`config.mk`:
```
export PLATFORM = sky130hd
export DESIGN_NAME = clock_divider_ctrl
export DESIGN_NICKNAME = d
export VERILOG_FILES = /design/src/rtl/clock_divider_pkg.sv /design/src/rtl/clock_divider_cfg_slot.sv /design/src/rtl/clock_divider_ctrl.sv
export SDC_FILE = /design/constraint.sdc
export NUM_CORES = 1
export LEC_CHECK = 0
export ABC_AREA = 1
export BUFFER_PORTS_ARGS = -buffer_cell sky130_fd_sc_hd__clkbuf_2
export CORE_ASPECT_RATIO = 1.1
export CORE_MARGIN = 2
export CORE_UTILIZATION = 59
export CTS_BUF_LIST = sky130_fd_sc_hd__clkbuf_4
export DETAILED_ROUTE_END_ITERATION = 6
export PLACE_DENSITY_LB_ADDON = 0.25
export SLEW_MARGIN = 20
export SYNTH_ARGS = -nofsm -noshare
export SYNTH_HDL_FRONTEND = slang
export SYNTH_SLANG_ARGS = --single-unit
```
`constraint.sdc`:
```
create_clock -name clk_in -period 3.5 [get_ports clk_in]
set_clock_uncertainty 0.2 [all_clocks]
set_input_delay 0.525 -clock clk_in [delete_from_list [all_inputs] [get_ports clk_in]]
set_output_delay 0.525 -clock clk_in [all_outputs]
set_load 0.005 [all_outputs]
```
`src/rtl/clock_divider_pkg.sv`:
```
// Shared types and constants for the clock divider controller and its
// divisor configuration slot.
package clock_divider_pkg;

    localparam int CNT_W_DEFAULT = 16;
    localparam int MIN_DIV       = 2;

    typedef enum logic [1:0] {
        ST_IDLE,
        ST_RUN,
        ST_DRAIN
    } state_t;

endpackage

```
`src/rtl/clock_divider_cfg_slot.sv`:
```
// Divisor handshake slot: validates offered divisors, holds one pending value
// while the divider is running and strobes it out at a period boundary.
module clock_divider_cfg_slot
    import clock_divider_pkg::*;
#(
    parameter int CNT_W = CNT_W_DEFAULT
) (
    input  logic             clk_in,
    input  logic             rst,
    input  logic             cfg_valid,
    input  logic [CNT_W-1:0] cfg_div,
    input  logic             active,
    input  logic             boundary,
    output logic             cfg_ready,
    output logic             cfg_err,
    output logic             load,
    output logic [CNT_W-1:0] load_div
);

    logic             pending_valid_reg, pending_valid_next;
    logic [CNT_W-1:0] pending_div_reg, pending_div_next;
    logic             cfg_ready_reg;
    logic             cfg_err_reg;
    logic             accept;
    logic             div_ok;

    assign accept = cfg_valid && cfg_ready_reg;
    assign div_ok = (cfg_div >= CNT_W'(MIN_DIV));

    // A running divider never changes divisor mid-period, so accepted values
    // wait here; while idle there is no period to protect and they load at once.
    always_comb begin
        pending_valid_next = pending_valid_reg;
        pending_div_next   = pending_div_reg;
        load               = 1'b0;
        load_div           = cfg_div;
        if (boundary && pending_valid_reg) begin
            load               = 1'b1;
            load_div           = pending_div_reg;
            pending_valid_next = 1'b0;
        end
        if (accept && div_ok) begin
            if (active) begin
                pending_valid_next = 1'b1;
                pending_div_next   = cfg_div;
            end else begin
                load     = 1'b1;
                load_div = cfg_div;
            end
        end
    end

    always_ff @(posedge clk_in or posedge rst) begin
        if (rst) begin
            pending_valid_reg <= 1'b0;
            pending_div_reg   <= '0;
            cfg_ready_reg     <= 1'b1;
            cfg_err_reg       <= 1'b0;
        end else begin
            pending_valid_reg <= pending_valid_next;
            pending_div_reg   <= pending_div_next;
            cfg_ready_reg     <= !pending_valid_next;
            cfg_err_reg       <= accept && !div_ok;
        end
    end

    assign cfg_ready = cfg_ready_reg;
    assign cfg_err   = cfg_err_reg;

endmodule

```
`src/rtl/clock_divider_ctrl.sv`:
```
// Programmable clock divider: registered clk_out with period cur_div clk_in
// cycles, run/drain/idle control and boundary-synchronous divisor updates.
module clock_divider_ctrl
    import clock_divider_pkg::*;
#(
    parameter int CNT_W       = CNT_W_DEFAULT,
    parameter int DIV_DEFAULT = 200
) (
    input  logic             clk_in,
    input  logic             rst,
    input  logic             en,
    input  logic             cfg_valid,
    input  logic [CNT_W-1:0] cfg_div,
    output logic             cfg_ready,
    output logic             cfg_err,
    output logic             clk_out,
    output logic             tick,
    output logic             busy,
    output logic [CNT_W-1:0] cur_div
);

    state_t           state_reg, state_next;
    logic [CNT_W-1:0] cnt_reg, cnt_next;
    logic [CNT_W-1:0] cur_div_reg;
    logic [CNT_W-1:0] half;
    logic             clk_out_reg, clk_out_next;
    logic             tick_reg, tick_next;
    logic             busy_reg, busy_next;
    logic             boundary;
    logic             load;
    logic [CNT_W-1:0] load_div;

    assign half     = cur_div_reg >> 1;
    assign boundary = (state_reg != ST_IDLE) && (cnt_reg == cur_div_reg - CNT_W'(1));

    clock_divider_cfg_slot #(
        .CNT_W (CNT_W)
    ) u_cfg_slot (
        .clk_in    (clk_in),
        .rst       (rst),
        .cfg_valid (cfg_valid),
        .cfg_div   (cfg_div),
        .active    (state_reg != ST_IDLE),
        .boundary  (boundary),
        .cfg_ready (cfg_ready),
        .cfg_err   (cfg_err),
        .load      (load),
        .load_div  (load_div)
    );

    always_comb begin
        state_next   = state_reg;
        cnt_next     = cnt_reg;
        clk_out_next = clk_out_reg;
        tick_next    = 1'b0;
        case (state_reg)
            ST_IDLE: begin
                cnt_next     = '0;
                clk_out_next = 1'b0;
                if (en) begin
                    state_next   = ST_RUN;
                    clk_out_next = 1'b1;
                    tick_next    = 1'b1;
                end
            end
            ST_RUN, ST_DRAIN: begin
                if (boundary) begin
                    cnt_next = '0;
                    if (en) begin
                        state_next   = ST_RUN;
                        clk_out_next = 1'b1;
                        tick_next    = 1'b1;
                    end else begin
                        state_next   = ST_IDLE;
                        clk_out_next = 1'b0;
                    end
                end else begin
                    // Mid-period: phase lengths come only from the current divisor.
                    cnt_next     = cnt_reg + CNT_W'(1);
                    clk_out_next = (cnt_reg + CNT_W'(1)) < half;
                    state_next   = en ? ST_RUN : ST_DRAIN;
                end
            end
            default: begin
                state_next   = ST_IDLE;
                cnt_next     = '0;
                clk_out_next = 1'b0;
            end
        endcase
        busy_next = (state_next != ST_IDLE);
    end

    always_ff @(posedge clk_in or posedge rst) begin
        if (rst) begin
            state_reg   <= ST_IDLE;
            cnt_reg     <= '0;
            clk_out_reg <= 1'b0;
            tick_reg    <= 1'b0;
            busy_reg    <= 1'b0;
            cur_div_reg <= CNT_W'(DIV_DEFAULT);
        end else begin
            state_reg   <= state_next;
            cnt_reg     <= cnt_next;
            clk_out_reg <= clk_out_next;
            tick_reg    <= tick_next;
            busy_reg    <= busy_next;
            if (load) begin
                cur_div_reg <= load_div;
            end
        end
    end

    assign clk_out = clk_out_reg;
    assign tick    = tick_reg;
    assign busy    = busy_reg;
    assign cur_div = cur_div_reg;

endmodule
```
==> metrics.md <==
| Metric | Value |
|---|---|
| Status | complete, no violations |
| IO Count | 41 |
| GPL Wtd Cong | 0.891 |
| M2 GR Usage | 0.489 |
| H-tree Lvls | 2 |
| Largest cells by area after synthesis | dfrtp_1 (34%), nand2_1 (17%), nand3_1 (9.9%) |
| WL per Instance | between 10 and 15 µm |
| Final #Nets | 623 |
| Drt pass-1 iters | 5 |
| Via count | 3600 |
| Synthesized Nets | 584 |
| Vias in the first global route | 3359 |
| DRT iter0 DRCs | 220 |
| Cell taking the most area after synthesis | dfrtp_1 |
| Mapped Area | approximately 0.0038 mm² |
| CP Class | flop to flop |
| Crit path DAT | about 3100 ps |
| Chip Height | 88.0 µm |
| Crit path required time | approximately 3600 ps |
| Final slew viol count | 0 |
| Global-route wire length before repair | about 15000 µm |
| ANT nets after route | 0 |
| Row count | 30 |
| CTS Root Cell | clkbuf_4 |
| Worst slew pin tran | between 700 and 800 ps |
| # setup viols final | 0 |
| GRT busiest layer | met2 |
| Die X | around 80 µm |
| Number of flops mapped to enable cells by yosys | 0 |
| Resized cells post-CTS | 0 |
| Worst r2r dst | clk_out |
| Antenna violations before repair | 0 |
| Post-synthesis sequential area ratio | 0.372 |
| Setup crit start | cnt_reg[0] |
| Slew HR | 0.500 |
| Hold Violations, Final | 0 |
| Mapped Cells | 546 |
| Core Util, Final | 0.667 |
| Final worst-path cycle share | 0.862 |
| Synth cell types | 36 |
| Max Cap Viol | 0 |
| Dpl ws | roughly 580 ps |
| Routed WL | 8890 µm |
| Final worst slack | 484 ps |
| Drt drc | 0 |
| Core Region | 0.00619 mm² |
| CP Capture Type | flop |
| Die footprint | 0.00706 mm² |
| Port Buffers | 40 |
| WHS | 49.6 ps |
| Grt ovf | 0 |
| Total number of yosys warnings | 0 |
| Post-synth ARST share | 1.00 |
| Post-layout minimum cycle time | 3020 ps |
| Most common cell in the synthesized netlist | nand2_1 |
| PwrDens | 712 mW/mm² |
| Reg-to-Reg Start | cnt_reg[0] |
| Hold bufs inserted after CTS | 0 |
| Met3 usage | 0.0289 |
| Worst IR Drop VDD | 0.421 mV |
| Clock Latency Late Sink | about 360 ps |
| Dpl hpwl | 7160 µm |
| Yosys reg bits | 56 |
| Clock slew at reported path FFs | 160 ps |
| Antenna cells | 0 |
| Met1 Resource Use GR | 0.346 |
| Pleak | about 2.2 nW |
| Via density | about 5.4 |
| Ys flop type | dfrtp_1 |
| CTS tree | done |
| Flop2flop setup slack | 480 ps |
| Layout cells sized above 1 | 0.123 |
| RSZ-0062 raised after global routing | no |
| Cts bufs inserted | 5 |
| Hold Crit Class | input pin to async pin |
| Clk sinks | 56 |
| Area grow syn2layout | 9.24% |
| Total GRT Usage | 0.272 |
| Worst setup endpoint | clk_out |
| Initial core utilization | 0.610 |
| Setup Buffers After CTS | 0 |
| FF-to-FF path depth | 16 |
| CP max FO | 6 |
| F_max | 332 MHz |
| Setup TNS | 0 ps |
| Avg Synthesized Cell Area | 6.92 µm² |
| Yosys top cell area share | 0.344 |
| Clk buf depth | 2 |
| Worst Setup Start Kind | flop |
| Post-synth top cells | nand2_1 (167), nand3_1 (75), inv_1 (72) |
| Largest net degree at the start of global routing | 38 |
[final cells by class]
type                       count  area, µm²
multi-input combinational    404       2030
inverter                      74        278
fill                         568       2060
tap                           80        100
sequential                    56       1410
timing repair buffer          44        230
clock buffer                   5       37.5
clock inverter                 3       47.5
[kinds of logic after synthesis]
family,after synthesis,synth area share
AO/OA/AOI/OAI,18,0.0275
XOR/XNOR,20,0.0463
adder cells (fa/ha/maj),18,0.0596
buffers and inverters,86,0.0910
flip-flops,56,0.372
AND/OR/NAND/NOR,348,0.404
[metal layers]
metal | vias to the layer above | part of all wire
met4 | 0 | 0.021
met3 | 16 | 0.037
met2 | 107 | 0.51
li1 | 1799 | -
met5 | - | 0
met1 | 1678 | 0.43
[worst min-delay path by stage]
stage	start	endpoint	cells past startpoint
after global routing	rst	state_reg[0]	2
after CTS	rst	busy	2
final	rst	busy	2
after global placement	u_cfg_slot.pending_div_reg[10]	u_cfg_slot.pending_div_reg[10]	2
after detailed placement	u_cfg_slot.pending_div_reg[6]	u_cfg_slot.pending_div_reg[6]	2
after floorplan	u_cfg_slot.pending_div_reg[15]	u_cfg_slot.pending_div_reg[15]	2
[power breakdown]
group          switching (mW)  total (mW)  internal, mW  leakage, nW
Sequential              0.294        1.18         0.884        0.707
Combinational           0.868        1.41         0.537         1.49
Clock                   0.204       0.357         0.153       0.0454
Total                    1.37        2.94          1.57         2.24
[metrics by stage]
| step | total power [mW] | instance area, µm² | std cells |
|---|---|---|---|
| finish | 2.94 | 4130 | 666 |
| global route | 3.21 | 4130 | 666 |
| CTS | 2.95 | 4130 | 666 |
| detailed placement | 2.59 | 4040 | 658 |
| global placement | 2.52 | 4040 | 658 |
| floorplan | 2.15 | 3780 | 546 |
[cell usage in the layout (no fill, tap or decap), types with 2 or more instances in the layout]
cell	n
nor4_1	3
buf_4	4
dfrtp_1	52
clkbuf_4	5
clkbuf_2	40
clkinv_4	2
nand4_1	11
xor2_1	15
nor2_2	6
nand3_1	75
nand2_1	167
o21bai_1	2
nor2_4	2
ha_1	18
inv_2	3
nor2_1	64
dfstp_2	4
xnor2_1	5
nand2_2	2
nor3_1	6
a21oi_1	7
inv_1	71
o21ai_0	5
nand3b_1	5
[critical path: stages, from the launching register on]
cell and delay [ps]:
dfrtp_1 460, ha_1 200, nand2_1 80, inv_1 100, nand4_1 140, nor2_1 120
nand2_1 80, nor3_1 200, nand2_1 130, nor3_1 180, xor2_1 210, inv_1 60
ha_1 300, and3_1 190, nand4_1 100, nand4_1 110, nand2_1 50
Note: power is estimated with default switching activity, not from simulation.
